File: src/rtl/link_pkg.sv
// Shared types and constants for the DS link transmit scheduler.
// Optional statistics counters in the top level are enabled with the
// LINK_TX_SCHED_STATS_EN macro.

package link_pkg;

   // Character kinds offered to the DS encoder, in their wire encoding
   typedef enum logic [1:0] {
      CHR_DATA = 2'b00,
      CHR_FCT  = 2'b01,
      CHR_EOP  = 2'b10,
      CHR_NULL = 2'b11
   } chr_type_t;

   // Link start-up and run states of the transmit scheduler
   typedef enum logic [1:0] {
      ST_IDLE      = 2'b00,
      ST_SEND_NULL = 2'b01,
      ST_SEND_FCT  = 2'b10,
      ST_RUN       = 2'b11
   } sched_state_t;

   // Characters granted by one FCT, and the largest credit window
   localparam int C_CREDIT_PER_FCT = 8;
   localparam int C_MAX_CREDIT     = 56;

   // True for characters that come from the upstream FIFO and cost credit
   function automatic logic isUpstream(input chr_type_t t);
      return (t == CHR_DATA) || (t == CHR_EOP);
   endfunction

endpackage

File: src/rtl/link_credit_cnt.sv
// Credit counter: steps up by G_STEP, down by one, and flags any update
// that would leave the range 0..G_MAX instead of writing it.

module link_credit_cnt #(
   parameter int G_CNT_W = 6,
   parameter int G_STEP  = 8,
   parameter int G_MAX   = 56
) (
   input  logic               i_clk,
   input  logic               i_rst_n,
   input  logic               i_clear,
   input  logic               i_inc,
   input  logic               i_dec,
   output logic [G_CNT_W-1:0] o_count,
   output logic               o_err
);

   localparam logic [G_CNT_W:0] L_STEP = (G_CNT_W+1)'(G_STEP);
   localparam logic [G_CNT_W:0] L_MAX  = (G_CNT_W+1)'(G_MAX);

   logic [G_CNT_W-1:0] r_count;
   logic [G_CNT_W:0]   w_up;
   logic [G_CNT_W:0]   w_next;
   logic               w_overflow;
   logic               w_underflow;

   // Compute the candidate value one bit wider than the counter so that an
   // overflow is visible before anything is written; taking from an empty
   // counter is an error even if a step up arrives in the same cycle.
   always_comb begin
      w_up        = {1'b0, r_count} + (i_inc ? L_STEP : '0);
      w_next      = w_up - {{G_CNT_W{1'b0}}, i_dec};
      w_underflow = i_dec && (r_count == '0);
      w_overflow  = i_inc && (w_next > L_MAX);
   end

   assign o_err   = w_overflow || w_underflow;
   assign o_count = r_count;

   // Hold the count; an erroneous update is discarded, and the owner clears
   // the counter when the link drops.
   always_ff @(posedge i_clk) begin
      if (!i_rst_n || i_clear) begin
         r_count <= '0;
      end else if (!o_err) begin
         r_count <= w_next[G_CNT_W-1:0];
      end
   end

endmodule

File: src/rtl/link_tx_scheduler.sv
// Transmit-side scheduler for one IEEE1355 DS link: runs the NULL/FCT
// start-up, arbitrates each encoder slot between FCT, upstream data/EOP and
// NULL fill, and tracks credit in both directions.
// Define LINK_TX_SCHED_STATS_EN to add accepted-character statistics ports.

module link_tx_scheduler
   import link_pkg::*;
#(
   parameter int G_CREDIT_PER_FCT = C_CREDIT_PER_FCT,
   parameter int G_MAX_CREDIT     = C_MAX_CREDIT,
   parameter int G_CNT_W          = 6
) (
   input  logic             i_clk,
   input  logic             i_rst_n,
   input  logic             i_link_en,
   input  logic             i_got_null,
   input  logic             i_rx_fct,
   input  logic             i_rx_char,
   input  logic [G_CNT_W:0] i_rx_free,
   input  logic             i_tx_valid,
   input  logic [7:0]       i_tx_data,
   input  logic             i_tx_eop,
   output logic             o_tx_ready,
   output logic             o_chr_valid,
   output logic [1:0]       o_chr_type,
   output logic [7:0]       o_chr_data,
   input  logic             i_chr_ready,
   output logic             o_link_run,
   output logic             o_credit_err
`ifdef LINK_TX_SCHED_STATS_EN
   ,
   output logic [31:0]      o_stat_data_cnt,
   output logic [15:0]      o_stat_fct_cnt,
   output logic [31:0]      o_stat_null_cnt
`endif
);

   localparam logic [G_CNT_W:0] L_STEP = (G_CNT_W+1)'(G_CREDIT_PER_FCT);
   localparam logic [G_CNT_W:0] L_MAX  = (G_CNT_W+1)'(G_MAX_CREDIT);

   sched_state_t       r_state;
   sched_state_t       w_stateNext;
   logic               r_chrValid;
   chr_type_t          r_chrType;
   logic [7:0]         r_chrData;
   logic               r_creditErr;

   chr_type_t          w_selType;
   logic [7:0]         w_selData;
   logic               w_selUpstream;
   logic               w_load;
   logic               w_accept;
   logic               w_abort;
   logic               w_active;
   logic               w_counting;
   logic               w_pendFct;
   logic               w_pendUp;
   logic [G_CNT_W:0]   w_rxOutEff;
   logic [G_CNT_W:0]   w_rxOutPlus;
   logic               w_fctOk;
   logic               w_txAvail;

   logic [G_CNT_W-1:0] w_txCredit;
   logic [G_CNT_W-1:0] w_rxOutstanding;
   logic               w_txInc;
   logic               w_txDec;
   logic               w_rxInc;
   logic               w_rxDec;
   logic               w_txErr;
   logic               w_rxErr;
   logic               w_err;

   // Handshake, abort and credit bookkeeping. The single output entry may
   // already hold an FCT or an upstream character that is only counted once
   // the encoder takes it, so the load decision charges that entry up front;
   // otherwise a back-to-back load could promise one FCT too many or spend
   // one credit twice.
   always_comb begin
      w_load      = !r_chrValid || i_chr_ready;
      w_accept    = r_chrValid && i_chr_ready;
      w_err       = w_txErr || w_rxErr;
      w_abort     = !i_link_en || w_err;
      w_active    = (r_state != ST_IDLE) && !w_abort;
      w_counting  = (r_state == ST_SEND_FCT) || (r_state == ST_RUN);
      w_pendFct   = r_chrValid && (r_chrType == CHR_FCT);
      w_pendUp    = r_chrValid && isUpstream(r_chrType);
      w_rxOutEff  = {1'b0, w_rxOutstanding} + (w_pendFct ? L_STEP : '0);
      w_rxOutPlus = w_rxOutEff + L_STEP;
      w_fctOk     = (w_rxOutPlus <= L_MAX) && (i_rx_free >= w_rxOutPlus);
      w_txAvail   = {1'b0, w_txCredit} > (G_CNT_W+1)'(w_pendUp);
      w_txInc     = i_rx_fct && w_counting;
      w_txDec     = w_accept && isUpstream(r_chrType);
      w_rxInc     = w_accept && (r_chrType == CHR_FCT) && w_counting;
      w_rxDec     = i_rx_char && w_counting;
   end

   // Next state and the character that would be loaded this cycle. Start-up
   // sends exactly one FCT before RUN, so a pending FCT blocks another.
   always_comb begin
      w_stateNext   = r_state;
      w_selType     = CHR_NULL;
      w_selData     = 8'h00;
      w_selUpstream = 1'b0;
      case (r_state)
         ST_IDLE: begin
            if (i_link_en) w_stateNext = ST_SEND_NULL;
         end
         ST_SEND_NULL: begin
            if (i_got_null) w_stateNext = ST_SEND_FCT;
         end
         ST_SEND_FCT: begin
            if (w_fctOk && !w_pendFct) w_selType = CHR_FCT;
            if (w_accept && (r_chrType == CHR_FCT)) w_stateNext = ST_RUN;
         end
         ST_RUN: begin
            if (w_fctOk) begin
               w_selType = CHR_FCT;
            end else if (i_tx_valid && w_txAvail) begin
               w_selUpstream = 1'b1;
               if (i_tx_eop) begin
                  w_selType = CHR_EOP;
               end else begin
                  w_selType = CHR_DATA;
                  w_selData = i_tx_data;
               end
            end
         end
         default: w_stateNext = ST_IDLE;
      endcase
      if (w_abort) w_stateNext = ST_IDLE;
   end

   // State register, plus the registered one-cycle credit error pulse
   always_ff @(posedge i_clk) begin
      if (!i_rst_n) begin
         r_state     <= ST_IDLE;
         r_creditErr <= 1'b0;
      end else begin
         r_state     <= w_stateNext;
         r_creditErr <= w_err;
      end
   end

   // Single-entry output register: reloads whenever it is empty or its
   // content is being taken, holds steady under backpressure, and is
   // emptied (dropping any half-finished handshake) when the link drops.
   always_ff @(posedge i_clk) begin
      if (!i_rst_n || w_abort || (r_state == ST_IDLE)) begin
         r_chrValid <= 1'b0;
         r_chrType  <= CHR_DATA;
         r_chrData  <= 8'h00;
      end else if (w_load) begin
         r_chrValid <= 1'b1;
         r_chrType  <= w_selType;
         r_chrData  <= w_selData;
      end
   end

   link_credit_cnt #(
      .G_CNT_W (G_CNT_W),
      .G_STEP  (G_CREDIT_PER_FCT),
      .G_MAX   (G_MAX_CREDIT)
   ) u_txCredit (
      .i_clk   (i_clk),
      .i_rst_n (i_rst_n),
      .i_clear (w_abort),
      .i_inc   (w_txInc),
      .i_dec   (w_txDec),
      .o_count (w_txCredit),
      .o_err   (w_txErr)
   );

   link_credit_cnt #(
      .G_CNT_W (G_CNT_W),
      .G_STEP  (G_CREDIT_PER_FCT),
      .G_MAX   (G_MAX_CREDIT)
   ) u_rxOutstanding (
      .i_clk   (i_clk),
      .i_rst_n (i_rst_n),
      .i_clear (w_abort),
      .i_inc   (w_rxInc),
      .i_dec   (w_rxDec),
      .o_count (w_rxOutstanding),
      .o_err   (w_rxErr)
   );

   assign o_tx_ready   = w_active && w_load && w_selUpstream;
   assign o_chr_valid  = r_chrValid;
   assign o_chr_type   = r_chrType;
   assign o_chr_data   = r_chrData;
   assign o_link_run   = (r_state == ST_RUN);
   assign o_credit_err = r_creditErr;

`ifdef LINK_TX_SCHED_STATS_EN
   logic [31:0] r_statData;
   logic [15:0] r_statFct;
   logic [31:0] r_statNull;

   // Count characters the encoder actually took; only a full reset clears
   // these, so they survive link restarts.
   always_ff @(posedge i_clk) begin
      if (!i_rst_n) begin
         r_statData <= '0;
         r_statFct  <= '0;
         r_statNull <= '0;
      end else if (w_accept) begin
         if (isUpstream(r_chrType))   r_statData <= r_statData + 32'd1;
         if (r_chrType == CHR_FCT)    r_statFct  <= r_statFct + 16'd1;
         if (r_chrType == CHR_NULL)   r_statNull <= r_statNull + 32'd1;
      end
   end

   assign o_stat_data_cnt = r_statData;
   assign o_stat_fct_cnt  = r_statFct;
   assign o_stat_null_cnt = r_statNull;
`endif

endmodule

File: config.mk
export PLATFORM = sky130hd
export DESIGN_NAME = link_tx_scheduler
export DESIGN_NICKNAME = d
export VERILOG_FILES = /design/src/rtl/link_pkg.sv /design/src/rtl/link_credit_cnt.sv /design/src/rtl/link_tx_scheduler.sv
export SDC_FILE = /design/constraint.sdc
export NUM_CORES = 1
export LEC_CHECK = 0
export CORE_MARGIN = 5
export CORE_UTILIZATION = 53
export DETAILED_ROUTE_END_ITERATION = 8
export GPL_TIMING_DRIVEN = 0
export HOLD_SLACK_MARGIN = 0.06
export PLACE_DENSITY = 0.84
export SLEW_MARGIN = 20
export SYNTH_ARGS = -nofsm -noshare
export SYNTH_HDL_FRONTEND = slang
export SYNTH_HIERARCHICAL = 1
export SYNTH_SLANG_ARGS = --single-unit
export TNS_END_PERCENT = 50
File: constraint.sdc
create_clock -name i_clk -period 4.55 [get_ports i_clk]
set_input_delay 0.91 -clock i_clk [delete_from_list [all_inputs] [get_ports i_clk]]
set_output_delay 0.91 -clock i_clk [all_outputs]
set_load 0.02 [all_outputs]
* Word-level counts from Yosys, hierarchy flattened
Index checks and enable logic that the tools add are counted.
** Storage, ports and cells
- Flip-flop bits (word level) :: 26
- Output and inout port bits :: 14
** Operators by class
- $add $sub $neg :: 6
- Magnitude comparators :: 5
- Eq/ne operators :: 8
- Mux-type cells :: 19
- Bitwise logic cells :: 1
- Reductions and logical operators :: 40
** Operator list (count)
- $mux W8 :: 4
- $logic_and A1 B1 Y1 :: 18
- $add A6 B7 Y7 :: 2
- $gt A7 B6 Y1 const B :: 2
- $mux W2 :: 7
- $sub A7 B1 Y7 :: 2
- $logic_not A6 Y1 :: 2
- $mux W4 :: 3
- $logic_or A1 B1 Y1 :: 9
- $add A6 B4 Y7 :: 1
- $add A7 B4 Y7 const B :: 1
- $ge A7 B7 Y1 :: 1
- $le A7 B6 Y1 const B :: 1
- $eq A2 B2 Y1 const B :: 3
- $gt A6 B1 Y1 :: 1
- $pmux W2 S3 :: 1
- $logic_not A1 Y1 :: 5
- $eq A2 B1 Y1 const B :: 2
- $logic_not A2 Y1 :: 2
- $ne A2 B2 Y1 const B :: 2
- $pmux W2 S2 :: 1
- $reduce_and A4 Y1 :: 1
- $mux W1 :: 3
- $reduce_bool A3 Y1 :: 1
- 4 further kinds :: 4

* Logic depth before layout (Yosys ltp)
Gate-level depths: netlist (run 1).
- Depth in word-level cells :: 15
- Mapped depth :: 20
- Mapped depth without buffers :: 20

* By module
The synthesis (run 1) kept the hierarchy.
** Modules (own cells, without submodules)
- link_tx_scheduler :: instances 1, cells an instance 100, area an instance 935.9 um2, seq. area each 280.3 um2
- link_credit_cnt at u_txCredit :: instances 1, cells an instance 74, area an instance 623.1 um2, seq. area each 120.1 um2
- link_credit_cnt at u_rxOutstanding :: instances 1, cells an instance 72, area an instance 601.8 um2, seq. area each 120.1 um2

* Worst setup path after synthesis (run 1)
Ideal clock, no wire load.
- Path type :: in2out
- Start :: input i_chr_ready
- End :: output o_tx_ready
- Data arrival time :: 3.823 ns
- Required time :: 3.640 ns
- Slack :: -0.183 ns
- Cell stages on the path :: 15
- Cell sequence :: nand3_1 -> nor2_1 -> inv_1 -> ha_1 -> inv_1 -> ha_1 -> o21a_1 -> a2111oi_2 -> nor3b_1 -> a31o_4 -> nand2_4 -> nand2b_1 -> nor2_2 -> nand2_2 -> nor3_1
** Between the ends
- Longest elaborated chain between the ends :: 15
- Elaborated cells between the ends (all ways) :: 22
- Those cells by class :: 3 x add/sub; 2 x order compare; 1 x mux; 16 x reduce/logical
** RTL lines
- start, declared :: line link_tx_scheduler.sv:27 : input logic i_chr_ready,
- $logic_and A1 B1 Y1 (*) :: line link_tx_scheduler.sv:80 : w_accept = r_chrValid && i_chr_ready;
- $logic_and A1 B1 Y1 (*) (2 in a row) :: line link_tx_scheduler.sv:93 : w_rxInc = w_accept && (r_chrType == CHR_FCT) && w_counting;
- via w_rxInc :: line link_tx_scheduler.sv:67 : logic w_rxInc;
- $mux W4 :: line link_credit_cnt.sv:31 : w_up = {1'b0, r_count} + (i_inc ? L_STEP : '0);
- $add A6 B7 Y7 :: line link_credit_cnt.sv:31
- $sub A7 B1 Y7 :: line link_credit_cnt.sv:32 : w_next = w_up - {{G_CNT_W{1'b0}}, i_dec};
- $gt A7 B6 Y1 :: line link_credit_cnt.sv:34 : w_overflow = i_inc && (w_next > L_MAX);
- $logic_and A1 B1 Y1 (*) :: line link_credit_cnt.sv:34
- $logic_or A1 B1 Y1 (*) :: line link_credit_cnt.sv:37 : assign o_err = w_overflow || w_underflow;
- via w_rxErr :: line link_tx_scheduler.sv:70 : logic w_rxErr;
- $logic_or A1 B1 Y1 (*) :: line link_tx_scheduler.sv:81 : w_err = w_txErr || w_rxErr;
- $logic_or A1 B1 Y1 (*) :: line link_tx_scheduler.sv:82 : w_abort = !i_link_en || w_err;
- via w_abort :: line link_tx_scheduler.sv:53 : logic w_abort;
- $logic_not A1 Y1 (*) :: line link_tx_scheduler.sv:83 : w_active = (r_state != ST_IDLE) && !w_abort;
- $logic_and A1 B1 Y1 (*) :: line link_tx_scheduler.sv:83
- $logic_and A1 B1 Y1 (*) (2 in a row) :: line link_tx_scheduler.sv:187 : assign o_tx_ready = w_active && w_load && w_selUpstream;
- end, declared :: line link_tx_scheduler.sv:23 : output logic o_tx_ready,
The timed path passes the listed nets; every way through them passes the cells marked *.

* Final worst setup path (run 1)
Ends and elaborated chain as after synthesis.

==> impl_metrics.env, run 1 <==
export IMPL_grtUsageTotal_pct=18.9
export IMPL_rsz0062_at_grt="false"
export IMPL_synth_compound_area_share_pct=19.4
export IMPL_async_reset_ff_share_pct=0
export IMPL_synth_xor_area_share_pct=2.43
export IMPL_hold_slack_ns=0.484
export IMPL_synth_main_ff_cell="dfxtp_1"
export IMPL_synthSimpleGateAreaFrac_pct=22.2
export IMPL_clock_root_buffer="clkbuf_8"
export IMPL_min_path_type="flop to flop"
export IMPL_syn_nets=303
export IMPL_cts_sinks=26
export IMPL_fin_crit_ns=4.40
export IMPL_clockBufferDepth=2
export IMPL_initial_core_util_pct=54.4
export IMPL_cts_buffers=3
export IMPL_p_per_area_nw_per_um2=287
export IMPL_clock_latency_ns=0.28
export IMPL_ff_latch_area_um2=520
export IMPL_critical_path_max_stage_delay_ns=0.37
export IMPL_syn_cell_area_um2=2160
export IMPL_area_growth_pct=37.6
export IMPL_fin_nets=362
export IMPL_first_pass_iters=4
export IMPL_synth_warnings=6
export IMPL_row_count=23
export IMPL_clock_skew_ns=0.00764
export IMPL_switching_share_pct=33.5
export IMPL_n_fill_cell=278
export IMPL_p_int_uw=567
export IMPL_path_clk_slew_ns=0.09
export IMPL_synth_top_family_by_area="simple AND/OR/NAND/NOR gates"
export IMPL_drt_wirelength_per_cell_um=14.5
export IMPL_ant_nets=0
export IMPL_cp_slowest_cell="a2111oi_4"
export IMPL_layout_setup_ws_ns=0.147
export IMPL_slew_viol_final=0
export IMPL_fp_dieW_um=73.9
export IMPL_dpl_worst_slack_ns=-1.19
export IMPL_crit_path_frequent_cell="nor2_4"
export IMPL_gp_congestion=0.849
export IMPL_dr_total_vias=1964
export IMPL_cp_arrival_ns=3.49
export IMPL_antenna_found_initial=0
export IMPL_finalSetupViolations=0
export IMPL_path_buf_inv=4
export IMPL_core_um2=3970
export IMPL_cts_tree="built"
export IMPL_max_cap_viol_count=0
export IMPL_clkPwrFrac_pct=22.7
export IMPL_num_antenna_cells=0
export IMPL_hold_viol_final=0
export IMPL_final_area_um2=2970
export IMPL_hold_buffers=0
export IMPL_peakVddDrop_mv=0.344
export IMPL_dpl_hpwl_um=3750
export IMPL_cellLeakagePower_nw=1.27
export IMPL_drtIter0Drc=92
export IMPL_crit_required_ns=3.64
export IMPL_worstRegToRegCells=22
export IMPL_grt_pass1_wl_um=8150
export IMPL_postPlaceCellArea_um2=2600
export IMPL_cp_cell_sequence="clkbuf_2 -> nand3_2 -> nor2_4 -> inv_1 -> ha_1 -> inv_2 -> ha_4 -> o21a_1 -> a2111oi_4 -> nor3b_2 -> a31o_4 -> nand2_8 -> nand2b_4 -> nor2_4 -> nand2_4 -> nor3_2 -> buf_4"
export IMPL_dieArea_um2=5450
export IMPL_critical_path_top_delay_family="simple AND/OR/NAND/NOR gates"
export IMPL_drive_above_1_share_pct=23.4
export IMPL_worst_hold_path_num_cells=1
export IMPL_dieHeight_um=73.9
export IMPL_p_sw_uw=285
export IMPL_h_tree_depth=1
export IMPL_ios=38
export IMPL_start_kind="input port"
export IMPL_endpoint_kind="primary output"
export IMPL_relSlewSlack_pct=60.3
export IMPL_crit_path_max_fanout=4
export IMPL_io_buffers=37
export IMPL_routed_wl_um=5130
export IMPL_drcViolationCount=0
export IMPL_status="finished, final reports clean"
export IMPL_fin_crit_sh_pct=96.8
export IMPL_timing_fmax_ghz=0.227
export IMPL_synth_adder_area_share_pct=19.8
export IMPL_gr_total_overflow=0
export IMPL_avgSynthCellArea_um2=8.78
export IMPL_vias_per_cell=5.55
export IMPL_crit_type="input port to primary output"
export IMPL_final_setup_tns_ns=0
export IMPL_first_global_vias=1906
export IMPL_synth_edf_count=0
export IMPL_grt_max_degree=16
export IMPL_rrSetupSlack_ns=0.68
export IMPL_yosysUniqueCellTypes=58
export IMPL_synth_area_mux_share_pct=5.33
export IMPL_synthCells=246
export IMPL_ys_seq_elements=26
export IMPL_ys_seq_area_share_pct=24.1
export IMPL_seqPwrFrac_pct=30.6
export IMPL_cp_depth=17
export IMPL_worst_slew_pin_slew_ns=0.588
export IMPL_multiInputGateArea_um2=1660
export IMPL_power_frac_comb_pct=46.7
cell families after synthesis:
| family | after synthesis |
|---|---|
| flip-flops | 26 |
| multiplexers | 11 |
| buffers and inverters | 38 |
| XOR/XNOR | 6 |
| AO/OA/AOI/OAI | 47 |
| AND/OR/NAND/NOR | 85 |
| adder cells (fa/ha/maj) | 33 |
final cells by class:
cell class	instances	share of cell area, %
Multi-Input combinational cell	182	56.0
Sequential cell	26	17.5
Timing Repair Buffer	54	17.1
Inverter	35	4.42
Tap cell	50	2.10
Clock buffer	3	1.39
Clock inverter	1	1.01
Buffer	3	0.505
registers in the layout, summed over array words and instances (netlist names):
signal,count
u_txCredit/o_count,6
o_chr_valid,1
o_credit_err,1
r_state,2
u_rxOutstanding/o_count,6
o_chr_type,2
o_chr_data,8
power by group through the flow:
| stage | Sequential (mW) | Clock, mW | Combinational, mW |
|---|---|---|---|
| 3_5_place_dp | 0.264 | 0 | 0.314 |
| 3_3_place_gp | 0.264 | 0 | 0.307 |
| 6_report | 0.261 | 0.193 | 0.398 |
| 5_1_grt | 0.264 | 0.205 | 0.435 |
| 4_1_cts | 0.259 | 0.197 | 0.375 |
| 2_1_floorplan | 0.260 | 0 | 0.250 |
Yosys cell counts, types with 5 or more instances:
cell type / n / area [um2]
ha_1: 31 / 388
nand4_1: 5 / 31.3
dfxtp_1: 26 / 521
nor2b_1: 7 / 43.8
nor2_1: 17 / 63.8
mux2i_1: 10 / 100
nand2_1: 20 / 75.1
inv_1: 35 / 131
repair_timing:
item	4_1_cts	5_1_grt
endpoints found under the setup margin	13	1
pin swaps	13	16
setup buffers	10	7
resized for setup	29	14
cloned	0	0
stage by stage:
stage,power [mW],util [%],instances
CTS,0.831,72.2,347
floorplan,0.510,-,246
finish,0.852,74.9,354
detailed placement,0.578,65.5,333
global placement,0.571,65.5,333
global route,0.903,74.9,354
final timing paths:
path                                    from                                 endpoint
setup / recovery                 i_chr_ready                               o_tx_ready
hold / removal    o_chr_data[7]$_SDFFE_PP0P_               o_chr_data[7]$_SDFFE_PP0P_
setup reg to reg     r_state[0]$_SDFFE_PP0P_  u_rxOutstanding/o_count[4]$_SDFFE_PP0N_
hold reg to reg   o_chr_data[7]$_SDFFE_PP0P_               o_chr_data[7]$_SDFFE_PP0P_
layout by cell type, fill, tap and decap left out, types with 3 or more instances in the layout:
cell,Yosys,layout
or3_1,4,4
dfxtp_1,26,26
a22o_2,4,4
nor2b_1,7,5
ha_1,31,24
buf_4,1,18
nand2b_1,4,3
o221ai_1,4,4
nor2_1,17,14
a22o_1,4,4
nand4_1,5,5
inv_2,0,3
inv_1,35,32
nor2_4,0,3
xnor2_1,4,3
mux2i_1,10,10
ha_4,0,3
ha_2,0,4
nand2_1,20,20
clkbuf_8,0,3
nor3_1,4,3
clkdlybuf4s50_1,0,33
a22oi_1,4,4
o21ai_0,3,3
layer usage:
metal | wire length, um | vias up | GRT usage (%)
li1 | - | 985 | -
met1 | 2220 | 940 | 22.9
met2 | 2690 | 33 | 34.3
met3 | 166 | 6 | 3.01
met4 | 64 | 0 | 5.03
met5 | 0 | - | 0
Note: power is estimated with default switching activity, not from simulation.
==> run 2: changes to the inputs <==
- CTS_CLUSTER_SIZE: not set -> 28
==> results of run 2 <==
No change in the layout: final DEF, timing and power equal those of run 1.
==> run 3: changes to the inputs <==
- HOLD_SLACK_MARGIN: 0.06 -> not set
==> results of run 3 <==
No change in the layout: final DEF, timing and power equal those of run 1.
